$ cat src/rtl/switch_select_driver.sv
`timescale 1ns/1ps
// Measures NCH asynchronous clocks over a gate window and latches the fastest one through a
// break-before-make reset/set pulse pair. Define SSD_HYST_EN to require a HYST-count margin to switch.
module switch_select_driver #(
    parameter int NCH  = 2,
    parameter int CW   = 7,
    parameter int WW   = 13,
    parameter int GATE = 200,
    parameter int DEAD = 4,
    parameter int HYST = 2
) (
    input  logic                   clk,
    input  logic                   reset,
    input  logic                   en,
    input  logic [NCH-1:0]         ch_clk,
    input  logic [WW-1:0]          W,
    output logic [NCH*CW-1:0]      cnt,
    output logic                   cnt_valid,
    output logic [$clog2(NCH)-1:0] sel,
    output logic [NCH-1:0]         signal,
    output logic [NCH-1:0]         signal_b,
    output logic                   latch,
    output logic                   busy
);

    localparam int SW = $clog2(NCH);
    localparam int GW = $clog2(GATE);
    localparam int DW = $clog2(DEAD + 1);
    localparam int TW = (WW > DW) ? WW : DW;
`ifdef SSD_HYST_EN
    localparam bit HYST_ON = 1'b1;
`else
    localparam bit HYST_ON = 1'b0;
`endif
    // With the margin at zero the maximum always qualifies, so the plain decision falls out.
    localparam int HYST_M = HYST_ON ? HYST : 0;
    localparam logic [NCH-1:0] ONE = NCH'(1);

    localparam logic [1:0] S_IDLE = 2'd0;
    localparam logic [1:0] S_RST  = 2'd1;
    localparam logic [1:0] S_GAP  = 2'd2;
    localparam logic [1:0] S_SET  = 2'd3;

    // Stages 0..2 synchronize, stage 3 holds the previous value for edge detection.
    logic [3:0][NCH-1:0]     sync_q, sync_d;
    logic [NCH-1:0]          edge_det;
    logic [GW-1:0]           win_q, win_d;
    logic [NCH-1:0][CW-1:0]  ccnt_q, ccnt_d, inc;
    logic [NCH-1:0][CW-1:0]  cnt_q, cnt_d;
    logic                    valid_q, valid_d;

    logic [1:0]              state_q, state_d;
    logic [TW-1:0]           tim_q, tim_d;
    logic [SW-1:0]           src_q, src_d, dst_q, dst_d, sel_q, sel_d;
    logic                    init_q, init_d;
    logic                    pend_v_q, pend_v_d, pend_ok_q, pend_ok_d;
    logic [SW-1:0]           pend_dst_q, pend_dst_d;

    logic [SW-1:0]           cand, target;
    logic [CW-1:0]           best, sel_cnt;
    logic                    hyst_ok, decide_req, go;
    logic [TW-1:0]           w_len;

    assign edge_det = sync_q[2] & ~sync_q[3];
    assign w_len    = (W == '0) ? TW'(1) : TW'(W);

    // NOTE: every always_comb output gets a default first, so no path can infer a latch.
    always_comb begin
        sync_d = {sync_q[2:0], ch_clk};
        for (int i = 0; i < NCH; i++)
            inc[i] = (edge_det[i] && ccnt_q[i] != '1) ? ccnt_q[i] + 1'b1 : ccnt_q[i];
        win_d   = win_q;
        ccnt_d  = ccnt_q;
        cnt_d   = cnt_q;
        valid_d = 1'b0;
        if (en) begin
            if (win_q == GW'(GATE - 1)) begin
                cnt_d   = inc;
                ccnt_d  = '0;
                win_d   = '0;
                valid_d = 1'b1;
            end else begin
                ccnt_d = inc;
                win_d  = win_q + 1'b1;
            end
        end
    end

    always_comb begin
        cand = '0;
        best = cnt_q[0];
        for (int i = 1; i < NCH; i++) begin
            if (cnt_q[i] > best) begin
                best = cnt_q[i];
                cand = SW'(i);
            end
        end
        sel_cnt    = cnt_q[sel_q];
        hyst_ok    = (int'(best) >= int'(sel_cnt) + HYST_M);
        decide_req = init_q || (cand != sel_q && hyst_ok);
    end

    always_comb begin
        state_d    = state_q;
        tim_d      = tim_q;
        src_d      = src_q;
        dst_d      = dst_q;
        sel_d      = sel_q;
        init_d     = init_q;
        pend_v_d   = pend_v_q;
        pend_dst_d = pend_dst_q;
        pend_ok_d  = pend_ok_q;
        go         = 1'b0;
        target     = cand;
        case (state_q)
            S_IDLE: begin
                pend_v_d = 1'b0;
                if (valid_q) begin
                    go = decide_req;
                end else if (pend_v_q) begin
                    go     = pend_ok_q && (pend_dst_q != sel_q);
                    target = pend_dst_q;
                end
                if (go) begin
                    state_d = S_RST;
                    src_d   = sel_q;
                    dst_d   = target;
                    tim_d   = w_len - 1'b1;
                end
            end
            S_RST: begin
                if (tim_q == '0) begin
                    state_d = S_GAP;
                    tim_d   = TW'(DEAD - 1);
                end else begin
                    tim_d = tim_q - 1'b1;
                end
            end
            S_GAP: begin
                if (tim_q == '0) begin
                    state_d = S_SET;
                    tim_d   = w_len - 1'b1;
                end else begin
                    tim_d = tim_q - 1'b1;
                end
            end
            S_SET: begin
                if (tim_q == '0) begin
                    state_d = S_IDLE;
                    sel_d   = dst_q;
                    init_d  = 1'b0;
                end else begin
                    tim_d = tim_q - 1'b1;
                end
            end
            default: state_d = S_IDLE;
        endcase
        // A decision landing mid-sequence is parked; the newest one wins.
        if (valid_q && state_q != S_IDLE) begin
            pend_v_d   = 1'b1;
            pend_dst_d = cand;
            pend_ok_d  = hyst_ok;
        end
    end

    // NOTE: sequential state uses non-blocking assignments only, so every flop sees pre-edge values.
    always_ff @(posedge clk or negedge reset) begin
        if (!reset) begin
            sync_q     <= '0;
            win_q      <= '0;
            ccnt_q     <= '0;
            cnt_q      <= '0;
            valid_q    <= 1'b0;
            state_q    <= S_IDLE;
            tim_q      <= '0;
            src_q      <= '0;
            dst_q      <= '0;
            sel_q      <= '0;
            init_q     <= 1'b1;
            pend_v_q   <= 1'b0;
            pend_dst_q <= '0;
            pend_ok_q  <= 1'b0;
        end else begin
            sync_q     <= sync_d;
            win_q      <= win_d;
            ccnt_q     <= ccnt_d;
            cnt_q      <= cnt_d;
            valid_q    <= valid_d;
            state_q    <= state_d;
            tim_q      <= tim_d;
            src_q      <= src_d;
            dst_q      <= dst_d;
            sel_q      <= sel_d;
            init_q     <= init_d;
            pend_v_q   <= pend_v_d;
            pend_dst_q <= pend_dst_d;
            pend_ok_q  <= pend_ok_d;
        end
    end

    // Pulses decode straight from state so an asynchronous reset removes them immediately.
    assign signal    = (state_q == S_SET) ? (ONE << dst_q) : '0;
    assign signal_b  = (state_q == S_RST) ? (init_q ? '1 : (ONE << src_q)) : '0;
    assign latch     = ~(|signal) & ~(|signal_b);
    assign busy      = (state_q != S_IDLE);
    assign cnt       = cnt_q;
    assign cnt_valid = valid_q;
    assign sel       = sel_q;

endmodule
$ cat config.mk
export PLATFORM = sky130hd
export DESIGN_NAME = switch_select_driver
export DESIGN_NICKNAME = d
export VERILOG_FILES = /design/src/rtl/switch_select_driver.sv
export SDC_FILE = /design/constraint.sdc
export NUM_CORES = 1
export LEC_CHECK = 0
export CAP_MARGIN = 40
export CORE_MARGIN = 2
export CORE_UTILIZATION = 45
export CTS_CLUSTER_SIZE = 30
export DETAILED_ROUTE_END_ITERATION = 7
export PLACE_DENSITY = 0.7
export RECOVER_POWER = 100
export SYNTH_ARGS = -nofsm -noshare
export SYNTH_HDL_FRONTEND = slang
export SYNTH_SLANG_ARGS = --single-unit
export TNS_END_PERCENT = 10
$ cat constraint.sdc
create_clock -name clk -period 3.5 [get_ports clk]
set_input_delay 0.7 -clock clk [delete_from_list [all_inputs] [get_ports clk]]
set_output_delay 0.7 -clock clk [all_outputs]
set_load 0.05 [all_outputs]
==> summary.md <==
| Metric | Value |
|---|---|
| CTS H-tree depth | 3 |
| RSZ-0062 raised after global routing | yes |
| Launching point of the worst reg2reg path | cnt[11] |
| CTS Buf Count | 9 |
| Placement Cell Area | between 0.004 and 0.005 sq mm |
| Full die area | between 0.009 and 0.01 sq mm |
| Ports | 40 |
| CTS tree | built |
| Synth warn | 0 |
| Synth-to-Final Area Change | 26.84% |
| Hold Path Stages | 0 |
| Die Y-Extent | 99.27 um |
| Worst EP required | roughly 3700 ps |
| Post-synth top area share | 0.4044 |
| GR Util All Layers | 0.2004 |
| Sequential-to-total area share from yosys stat | 0.4108 |
| Maximum operating frequency | approximately 290 MHz |
| IO Port Bufs | 39 |
| CP startpoint kind | flop |
| Final worst slack | about 10 ps |
| Clk_skew | about 7.0 ps |
| Setup crit end kind | flop |
| Syn Area/Cell | 9.198 sq um |
| Reg2Reg Depth | 15 |
| Dominant cells by area after synthesis | dfrtp_1 (40%), ha_1 (7.7%), o21ai_0 (4.9%) |
| DRC Markers | 0 |
| Flops & latches, synth | 67 |
| Most common cell after layout, fill and taps aside | dfrtp_1 |
| First-pass GRT wire length | 16080 um |
| Async SR Flop Fraction | 1.000 |
| HP Class | flop to flop |
| Rel. slew slack | 0.1844 |
| Core footprint | around 0.0088 sq mm |
| Critical Path Fanout Max | 8 |
| Max Slew Vio Count | 0 |
| Final period util | 0.9970 |
| ANT nets after route | 0 |
| Critical path's slowest cell | dfrtp_2 |
| Power Density | between 300 and 400 mW/mm^2 |
| Net count after synthesis | slightly below 500 |
| Status | complete, no violations |
| Worst hold endpoint | sync_d[5] |
| Critical path buffers and inverters | 2 |
| Sw frac | 0.2838 |
| Gate power share | 0.133 |
| Die width | roughly 100 um |
| Max_cap viols | 0 |
| Worst slew pin tran | about 1200 ps |
| Share of layout cells above drive strength 1 | 0.1965 |
| Internal power | ~1.3 mW |
| Final WL | ~9500 um |
| Vias in the first global route | 3346 |
| R2r setup slk | around 10 ps |
| Mapped cell area | roughly 0.0041 sq mm |
| Total gr overflow | 0 |
| WP data arrival | roughly 3700 ps |
| Seq pwr share | 0.515 |
| Total number of vias | 3500 |
| # clock sinks | 67 |
| Post-Place Worst Slack | -250.3 ps |
| Routed WL per cell | ~15 um |
| Slowest stage delay, CP | roughly 430 ps |
| Hpwl dp | 6997 um |
| Largest net degree at the start of global routing | 46 |
| GP Congestion | ~0.85 |
| Peak supply drop | between 0.2 and 0.3 mV |
| Source of the worst hold timing path | sync_d[3] |
| Nets | between 500 and 600 |
| Vias per inst | around 5.6 |
| Num rows | 34 |
| Clock Power Share | 0.352 |
| Leak | 2.162 nW |
| Most frequent cells in the layout | dfrtp_1 (54), nand2_1 (47), nor2_1 (41) |
| Kind of critical path | flop to flop |
| Post-synth top area cell | dfrtp_1 |
| Mapped Cells | about 440 |
| Switching power | about 0.53 mW |
| Crit path time final | 3490 ps |
| Final Hold Viols | 0 |
| Clock transition at path regs | about 70 ps |
| Clock Tree Buf Depth | 2 |
| Initial antenna violation count | 0 |
| DR pass1 iterations | 4 |
| Ys flop type | dfrtp_1 |
| Crit path max-delay family | compound AO/OA/AOI/OAI gates |
| Synth cell types | 57 |
| Fin area | between 0.005 and 0.006 sq mm |
| Final setup viols | 0 |
| CTS root buf | clkbuf_8 |
| Crit Reg-Reg Endpoint | tim_q[7] |
| Crit-path cells | ha_4, a211oi_2, nor2_2, o32ai_4, buf_12, mux2_4, ha_4, a21o_1, a31oi_2, o21ai_2, a2111oi_4, a311o_2, buf_6, o31a_1, a21o_1 |
| Starting Density | 0.4660 |
| Initial detailed-routing violation count | 123 |
| Number of flops mapped to enable cells by yosys | 0 |
| Clk Latency, worst-skew pair | 340 ps |
| # diodes | 0 |
-- registers in the layout, indices dropped and copies added, names as in the netlist --
signal      flops
tim_q          13
dst_q           1
init_q          1
ccnt_q         14
sel             1
win_q           8
cnt_valid       1
src_q           1
sync_d          6
sync_q          2
pend_v_q        1
pend_dst_q      1
cnt            14
pend_ok_q       1
state_q         2
-- worst reg2reg max path: stages (launching register included) --
cell and delay (ps):
dfrtp_2 430, ha_4 250, a211oi_2 220, nor2_2 80
o32ai_4 240, buf_12 160, mux2_4 310, ha_4 270
a21o_1 130, a31oi_2 50, o21ai_2 190, a2111oi_4 100
a311o_2 390, buf_6 170, o31a_1 230, a21o_1 150
-- cell type report --
class	instances	area, sq um
repair buffers	68	625.6
clock buffers	10	137.6
clock inverters	5	62.56
flip-flops and latches	67	1693
multi-input cells	341	2440
fillers	748	3583
well taps	108	135.1
inverters	23	86.33
-- power by group through the flow --
stage	logic (mW)	clock network [mW]	registers [mW]
after floorplan	0.171	0	0.946
after global placement	0.241	0	0.965
after detailed placement	0.252	0	0.972
after CTS	0.255	0.671	0.957
after global routing	0.285	0.699	0.974
final	0.246	0.653	0.956
-- worst max-delay path by stage --
stage / from / endpoint / slack, ps / cells after the start
after floorplan: cnt[5] / tim_q[1] / -80 / 14
after global placement: cnt[11] / tim_q[11] / -50 / 13
after detailed placement: cnt[12] / tim_q[12] / -250 / 15
after CTS: cnt[9] / tim_q[10] / -30 / 15
after global routing: cnt[11] / tim_q[7] / -140 / 17
final: cnt[11] / tim_q[7] / 10 / 15
-- kinds of logic after synthesis --
| logic type | count (synthesis) | synth area share |
|---|---|---|
| buffers and inverters | 36 | 0.03523 |
| and+or+nand+nor | 157 | 0.1823 |
| muxes | 24 | 0.06281 |
| xor gates and xnor gates | 24 | 0.05147 |
| adders and majority gates | 25 | 0.07659 |
| DFF | 67 | 0.4108 |
| AOI/OAI and AO/OA | 111 | 0.1808 |
-- what timing repair did --
item,CTS,global route
pin swaps,17,13
resized for setup,12,10
setup endpoints to repair,15,17
buffers inserted,4,2
hold buffers,0,0
-- cells in the mapped netlist (all sizes together), types with 3 or more instances --
| cell | count |
|---|---|
| a21oi | 15 |
| o31a | 5 |
| and4 | 3 |
| nor4 | 7 |
| mux2 | 13 |
| and2 | 3 |
| mux2i | 11 |
| o21ai | 47 |
| nor2 | 44 |
| nand2b | 6 |
| ha | 25 |
| nor2b | 5 |
| xnor2 | 15 |
| nand4 | 6 |
| nand3 | 10 |
| dfrtp | 66 |
| inv | 21 |
| nor3 | 15 |
| nand2 | 47 |
| o22ai | 4 |
| o31ai | 6 |
| o32a | 4 |
| a21o | 7 |
| clkbuf | 11 |
| xor2 | 9 |
-- routing by layer --
layer | GRT usage | up-vias | wire length [um]
met5 | 0 | - | 0
met4 | 0.05796 | 0 | 157
met3 | 0.03373 | 18 | 302
met2 | 0.3389 | 67 | 4731
met1 | 0.2659 | 1670 | 4281
li1 | - | 1745 | -
-- per-stage QoR --
| stage | util | TNS (ps) | hold slack, ps | std cells | total power [mW] |
|---|---|---|---|---|---|
| floorplan | - | -620.6 | 331.2 | 444 | 1.116 |
| global placement | 0.5494 | -507.5 | 334.5 | 601 | 1.206 |
| detailed placement | 0.5525 | -3224 | 335.5 | 602 | 1.224 |
| CTS | 0.5881 | -95.43 | 326.5 | 621 | 1.883 |
| global route | 0.5911 | -1636 | 359.1 | 622 | 1.959 |
| finish | 0.5911 | 0 | 353.1 | 622 | 1.855 |
No activity file was read; power rests on OpenSTA's default activity.
